--- src/rtl/uart_tx_arbiter_pkg.sv ---
// uart_tx_arbiter_pkg: shared FSM state encoding and defaults for the UART TX arbiter.
package uart_tx_arbiter_pkg;
   typedef enum logic [1:0] {ST_IDLE, ST_LAUNCH, ST_WAIT_RISE, ST_WAIT_FALL} state_e;
   localparam int DEFAULT_DATA_W = 8;
endpackage

--- src/rtl/uart_tx_arbiter_rr_arbiter.sv ---
// rr_arbiter: combinational rotate-priority encoder; first request at or after i_ptr wins.
module rr_arbiter #(
   parameter int N  = 4,
   parameter int IW = $clog2(N)
) (
   input  logic [N-1:0]  i_req,
   input  logic [IW-1:0] i_ptr,
   output logic [N-1:0]  o_gnt,
   output logic [IW-1:0] o_idx,
   output logic          o_valid
);
   always_comb begin
      logic [IW-1:0] j;
      j = '0;
      o_gnt = '0;
      o_idx = '0;
      o_valid = 1'b0;
      // scan from farthest to nearest so the nearest match at or after i_ptr is written last
      for (int k = N - 1; k >= 0; k--) begin
         j = IW'((int'(i_ptr) + k) % N);
         if (i_req[j]) begin
            o_valid = 1'b1;
            o_idx = j;
         end
      end
      o_gnt[o_idx] = o_valid;
   end
endmodule

--- src/rtl/uart_tx_arbiter.sv ---
// uart_tx_arbiter: round-robin share of one uart_tx between N_REQ byte sources,
// with packet lock held until the byte flagged last.
module uart_tx_arbiter
   import uart_tx_arbiter_pkg::*;
#(
   parameter int N_REQ         = 4,
   parameter int DATA_W        = DEFAULT_DATA_W,
   parameter int BUSY_WAIT_MAX = 16
) (
   input  logic                      clk,
   input  logic                      rst,
   input  logic [N_REQ-1:0]          i_req,
   input  logic [N_REQ-1:0]          i_last,
   input  logic [N_REQ*DATA_W-1:0]   i_data,
   output logic [N_REQ-1:0]          o_ack,
   output logic [N_REQ-1:0]          o_grant,
   output logic                      o_tx_start,
   output logic [DATA_W-1:0]         o_tx_data,
   input  logic                      i_tx_busy,
   output logic                      o_err_timeout
);
   localparam int IW = $clog2(N_REQ);
   localparam int CW = $clog2(BUSY_WAIT_MAX + 1);

   state_e              r_state, w_state;
   logic                r_lock, w_lock;
   logic [IW-1:0]       r_owner, w_owner;
   logic [IW-1:0]       r_ptr, w_ptr;
   logic [CW-1:0]       r_cnt, w_cnt;
   logic [DATA_W-1:0]   r_tx_data, w_tx_data;
   logic [N_REQ-1:0]    r_ack, w_ack;
   logic [N_REQ-1:0]    r_grant, w_grant;
   logic                r_start, w_start;
   logic                r_err, w_err;

   logic [N_REQ-1:0]    w_arb_gnt;
   logic [IW-1:0]       w_arb_idx;
   logic                w_arb_valid;
   logic [IW-1:0]       w_win;
   logic [N_REQ-1:0]    w_onehot;
   logic                w_go;

   rr_arbiter #(.N(N_REQ), .IW(IW)) u_rr (
      .i_req   (i_req),
      .i_ptr   (r_ptr),
      .o_gnt   (w_arb_gnt),
      .o_idx   (w_arb_idx),
      .o_valid (w_arb_valid)
   );

   // a locked owner bypasses the arbiter entirely; nobody else can win meanwhile
   assign w_win    = r_lock ? r_owner : w_arb_idx;
   assign w_onehot = r_lock ? N_REQ'(1) << r_owner : w_arb_gnt;
   assign w_go     = !i_tx_busy && (r_lock ? i_req[r_owner] : w_arb_valid);

   always_comb begin
      w_state   = r_state;
      w_lock    = r_lock;
      w_owner   = r_owner;
      w_ptr     = r_ptr;
      w_cnt     = r_cnt;
      w_tx_data = r_tx_data;
      w_ack     = '0;
      w_grant   = r_grant;
      w_start   = 1'b0;
      w_err     = 1'b0;
      case (r_state)
         ST_IDLE: begin
            if (r_lock && !i_req[r_owner]) begin
               w_lock  = 1'b0;
               w_grant = '0;
            end else if (w_go) begin
               w_tx_data = i_data[int'(w_win)*DATA_W +: DATA_W];
               w_start   = 1'b1;
               w_ack     = w_onehot;
               w_grant   = w_onehot;
               w_lock    = !i_last[w_win];
               w_owner   = w_win;
               w_ptr     = IW'((int'(w_win) + 1) % N_REQ);
               w_state   = ST_LAUNCH;
            end
         end
         ST_LAUNCH: begin
            w_cnt   = '0;
            w_state = ST_WAIT_RISE;
         end
         ST_WAIT_RISE: begin
            if (i_tx_busy) begin
               w_state = ST_WAIT_FALL;
            end else if (r_cnt == CW'(BUSY_WAIT_MAX - 1)) begin
               w_err   = 1'b1;
               w_lock  = 1'b0;
               w_grant = '0;
               w_state = ST_IDLE;
            end else begin
               w_cnt = r_cnt + 1'b1;
            end
         end
         ST_WAIT_FALL: begin
            if (!i_tx_busy) begin
               w_state = ST_IDLE;
               w_grant = r_lock ? r_grant : '0;
            end
         end
         default: w_state = ST_IDLE;
      endcase
   end

   always_ff @(posedge clk) begin
      if (rst) begin
         r_state   <= ST_IDLE;
         r_lock    <= 1'b0;
         r_owner   <= '0;
         r_ptr     <= '0;
         r_cnt     <= '0;
         r_tx_data <= '0;
         r_ack     <= '0;
         r_grant   <= '0;
         r_start   <= 1'b0;
         r_err     <= 1'b0;
      end else begin
         r_state   <= w_state;
         r_lock    <= w_lock;
         r_owner   <= w_owner;
         r_ptr     <= w_ptr;
         r_cnt     <= w_cnt;
         r_tx_data <= w_tx_data;
         r_ack     <= w_ack;
         r_grant   <= w_grant;
         r_start   <= w_start;
         r_err     <= w_err;
      end
   end

   assign o_ack         = r_ack;
   assign o_grant       = r_grant;
   assign o_tx_start    = r_start;
   assign o_tx_data     = r_tx_data;
   assign o_err_timeout = r_err;
endmodule

--- config.mk ---
export PLATFORM = sky130hd
export DESIGN_NAME = uart_tx_arbiter
export DESIGN_NICKNAME = d
export VERILOG_FILES = /design/src/rtl/uart_tx_arbiter_pkg.sv /design/src/rtl/uart_tx_arbiter_rr_arbiter.sv /design/src/rtl/uart_tx_arbiter.sv
export SDC_FILE = /design/constraint.sdc
export NUM_CORES = 1
export LEC_CHECK = 0
export BUFFER_PORTS_ARGS = -buffer_cell sky130_fd_sc_hd__buf_2
export CAP_MARGIN = 40
export CORE_MARGIN = 3
export CORE_UTILIZATION = 41
export DETAILED_ROUTE_END_ITERATION = 16
export GPL_TIMING_DRIVEN = 0
export PLACE_DENSITY = 0.66
export RECOVER_POWER = 50
export SLEW_MARGIN = 20
export SYNTH_ARGS = -nofsm -noshare
export SYNTH_HDL_FRONTEND = slang
export SYNTH_SLANG_ARGS = --single-unit
--- constraint.sdc ---
create_clock -name clk -period 4.49 [get_ports clk]
set_input_delay 0.898 -clock clk [delete_from_list [all_inputs] [get_ports clk]]
set_output_delay 0.898 -clock clk [all_outputs]
set_load 0.005 [all_outputs]
==> flow_summary_export.csv <==
group,metric,value,unit
clocking,cts_buffer_depth,2,
power,leakage,0.9712,nW
timing,timing.final.crit_share,0.5139,
setup_path,critical_path.max_stage_delay,0.27,ns
clocking,htree_num_levels,2,
clocking,postCtsSetupRepairBufs,0,
grt,grt_max_degree,11,
synthesis,syn-cell-area,0.001674,mm^2
flow_run,maxCapViolCount,0,
die,floorplan.die_area,0.004886,mm^2
timing,setup_repair_after_global_routing_missed_its_margin,"false",
timing,worstMarginPinSlew,0.4871,ns
grt,antenna_found_initial,0,
clocking,clock-sinks,30,
clocking,cts_hold_repair.buffers,0,
final_layout,final_net_count,298,
final_layout,final_layout_size_suffix_gt1_frac,0.2874,
setup_path,critPathSlowestCell,"sky130_fd_sc_hd__o311ai_1",
power,pwr_per_cell_area,386.1,mW/mm^2
synthesis,postSynthAreaPerCell,8.952,um^2
die,boundaryPins,61,
detailed_routing,drt_drc_violations_left,0,
setup_path,worstPathRequired,4.66,ns
detailed_routing,detail_route.iter0.violations,66,
setup_path,worstSetupEndpointType,"register",
timing,fin_worst_hold_slack,0.4528,ns
detailed_routing,routed_wirelength,4311,um
min_path,hold_class,"reg2reg",
clocking,clock_insertion_delay_worst_skew,0.28,ns
synthesis,synth_seq_cells,30,
grt,grt-ovfl-total,0,
die,rows,22,
placement,port_buffers,59,
die,core_region_area,0.003799,mm^2
setup_path,worst-setup-path-type,"in2reg",
synthesis,synth.net_count,232,
placement,place.gp.congestion,0.7724,
run_status,outcome,"finished clean",
grt,globalRouteTotalUtil,0.1772,
timing,max_freq,433.4,MHz
synthesis,yosys_warnings,0,
placement,dp_worst_setup_slack,1.890,ns
final_layout,antenna_cells_inserted,0,
die,floorplan.die.width,69.90,um
grt,first_pass_grt_wire_length,7100,um
clocking,number_of_buffers_created_by_cts,5,
setup_path,critPathLaunchType,"primary input",
clocking,clk_pin_slew,0.06,ns
placement,post_detailed_placement_half_perimeter_wirelength,3350,um
grt,grt_pass1_vias,1561,
setup_path,critical_path_arrival,2.48,ns
setup_path,cp_max_fo,10,
clocking,cts_tree,"built",
setup_path,worstPathCellList,"buf_2 -> a21o_1 -> a21oi_2 -> o311ai_1 -> buf_4 -> buf_6 -> mux2i_1 -> o22ai_1 -> a31o_1",
timing,clock_skew,0.005151,ns
synthesis,synth.yosys.seq_area_share,0.3587,
timing,final.min_clock_period,2.307,ns
timing,report.final.hold_viol_count,0,
timing,worst_slew_margin_rel,0.6752,
die,die-height,69.90,um
synthesis,synthDistinctLibCells,49,
timing,final.setup.worst_slack,2.183,ns
timing,slew_violations,0,
clocking,cts_repair_resize_count,0,
die,floorplan.initialDensity,0.4407,
detailed_routing,antenna_left,0,
timing,timing.setup.tns,0,ns
clocking,buffer_cell_driving_the_clock_tree_root,"sky130_fd_sc_hd__clkbuf_8",
detailed_routing,drtPass1Iterations,4,
detailed_routing,drt-wirelength-per-cell,14.27,um
timing,setup_viol_count_final,0,
detailed_routing,route.detailed.vias_per_inst,5.397,
final_layout,area_growth_syn_to_layout,25.34,%
power,vdd_ir_drop_max,204.6,uV
detailed_routing,dr_total_vias,1630,
synthesis,syn-instance-count,187,
==> kinds of logic after synthesis <==
group / Yosys count / synth area share
compound gates: 55 / 0.2392
xor+xnor: 2 / 0.01047
fa+ha+maj: 2 / 0.01495
buf+inv: 15 / 0.05007
flops: 30 / 0.3587
mux: 19 / 0.1166
simple gates: 64 / 0.2100
==> cells in the mapped netlist (all sizes together) <==
cell | number | area [um^2]
a31o | 8 | 70.07
nand2 | 10 | 37.54
a31oi | 1 | 6.260
nand4b | 2 | 32.53
or2 | 1 | 6.260
mux2i | 15 | 150.1
nand4 | 2 | 12.51
o32a | 1 | 10.01
buf | 6 | 50.04
xor2 | 2 | 17.52
and3 | 1 | 6.260
o311ai | 2 | 17.52
o22ai | 10 | 68.81
nor3 | 6 | 30.03
a21oi | 9 | 48.80
o32ai | 1 | 8.760
ha | 2 | 25.02
nor2 | 19 | 71.32
o211ai | 2 | 25.02
or3b | 1 | 8.760
a211oi | 1 | 7.510
clkbuf | 5 | 18.77
nand3 | 4 | 25.02
nor3b | 1 | 7.510
o22a | 2 | 17.52
a221oi | 1 | 8.760
nor4b | 1 | 8.760
dfxtp | 30 | 600.6
and2 | 4 | 25.02
mux2 | 4 | 45.04
and4b | 1 | 10.01
a22oi | 3 | 22.52
o31ai | 2 | 15.01
a21o | 4 | 30.03
o21ai | 7 | 35.03
or3 | 1 | 6.260
o2111ai | 1 | 8.760
nand2b | 6 | 37.54
or2b | 1 | 7.510
nor2b | 3 | 18.77
inv | 4 | 15.01
==> final cells by class <==
class,count,area [um^2]
repair buffers,59,287.8
plain buffers,11,68.82
multi-input cells,142,974.7
fillers,365,1700
well taps,48,60.06
flip-flops and latches,30,600.6
clock buffers,7,86.33
inverters,4,15.01
clock inverters,1,5.005
==> layer usage <==
metal,vias up,global-route usage,share of wire
li1,830,-,-
met1,778,0.2189,0.47
met2,18,0.3012,0.50
met3,4,0.04460,0.026
met4,0,0.05532,0.0084
met5,-,0,0
==> per-stage QoR <==
stage / instance area, um^2 / util / power (mW) / instances
3_5_place_dp: 2029 / 0.5343 / 0.5990 / 294
6_report: 2098 / 0.5524 / 0.8102 / 302
2_1_floorplan: 1674 / - / 0.5169 / 187
5_1_grt: 2098 / 0.5524 / 0.8630 / 302
3_3_place_gp: 2029 / 0.5343 / 0.5981 / 294
4_1_cts: 2121 / 0.5583 / 0.8232 / 302
==> worst paths after layout <==
kind,startpoint,end,slack (ns),cells past startpoint
max,i_req[1],o_tx_data[0]$_SDFFE_PP0P_,2.18,9
min,o_grant[2]$_SDFFE_PP0P_,o_grant[2]$_SDFFE_PP0P_,0.45,1
max reg2reg,r_ptr[1]$_SDFFE_PP0P_,o_tx_data[0]$_SDFFE_PP0P_,2.48,9
min reg2reg,o_grant[2]$_SDFFE_PP0P_,o_grant[2]$_SDFFE_PP0P_,0.45,1
==> registers in the layout (all words and copies together) (netlist names) <==
| register | flops |
|---|---|
| o_grant | 4 |
| o_tx_start | 1 |
| o_err_timeout | 1 |
| r_cnt | 5 |
| o_tx_data | 8 |
| r_owner | 2 |
| r_state | 2 |
| o_ack | 4 |
| r_lock | 1 |
| r_ptr | 2 |
==> worst max-delay path, delay by kind of cell <==
| kind | cells | cell delay [ns] |
|---|---|---|
| compound gates | 5 | 0.74 |
| buf+inv | 3 | 0.59 |
| mux | 1 | 0.24 |
==> layout by cell type (no fill, tap or decap), drive strengths merged, types with 3 or more instances in the layout <==
master and n:
mux2 4, a21o 4, inv 4, mux2i 15, clkbuf 18, o22ai 10, and2 4, nand2 10
a31o 8, nor3 6, a21oi 9, buf 59, nand2b 6, o21ai 7, nand3 4, nor2 19
dfxtp 30, a22oi 3, nor2b 3
==> power breakdown <==
part / internal (mW) / total [mW] / switching [mW]
Sequential: 0.298 / 0.319 / 0.0212
Clock: 0.123 / 0.222 / 0.0990
Combinational: 0.126 / 0.269 / 0.143
Total: 0.547 / 0.810 / 0.263
(Power assumes the default switching activity.)
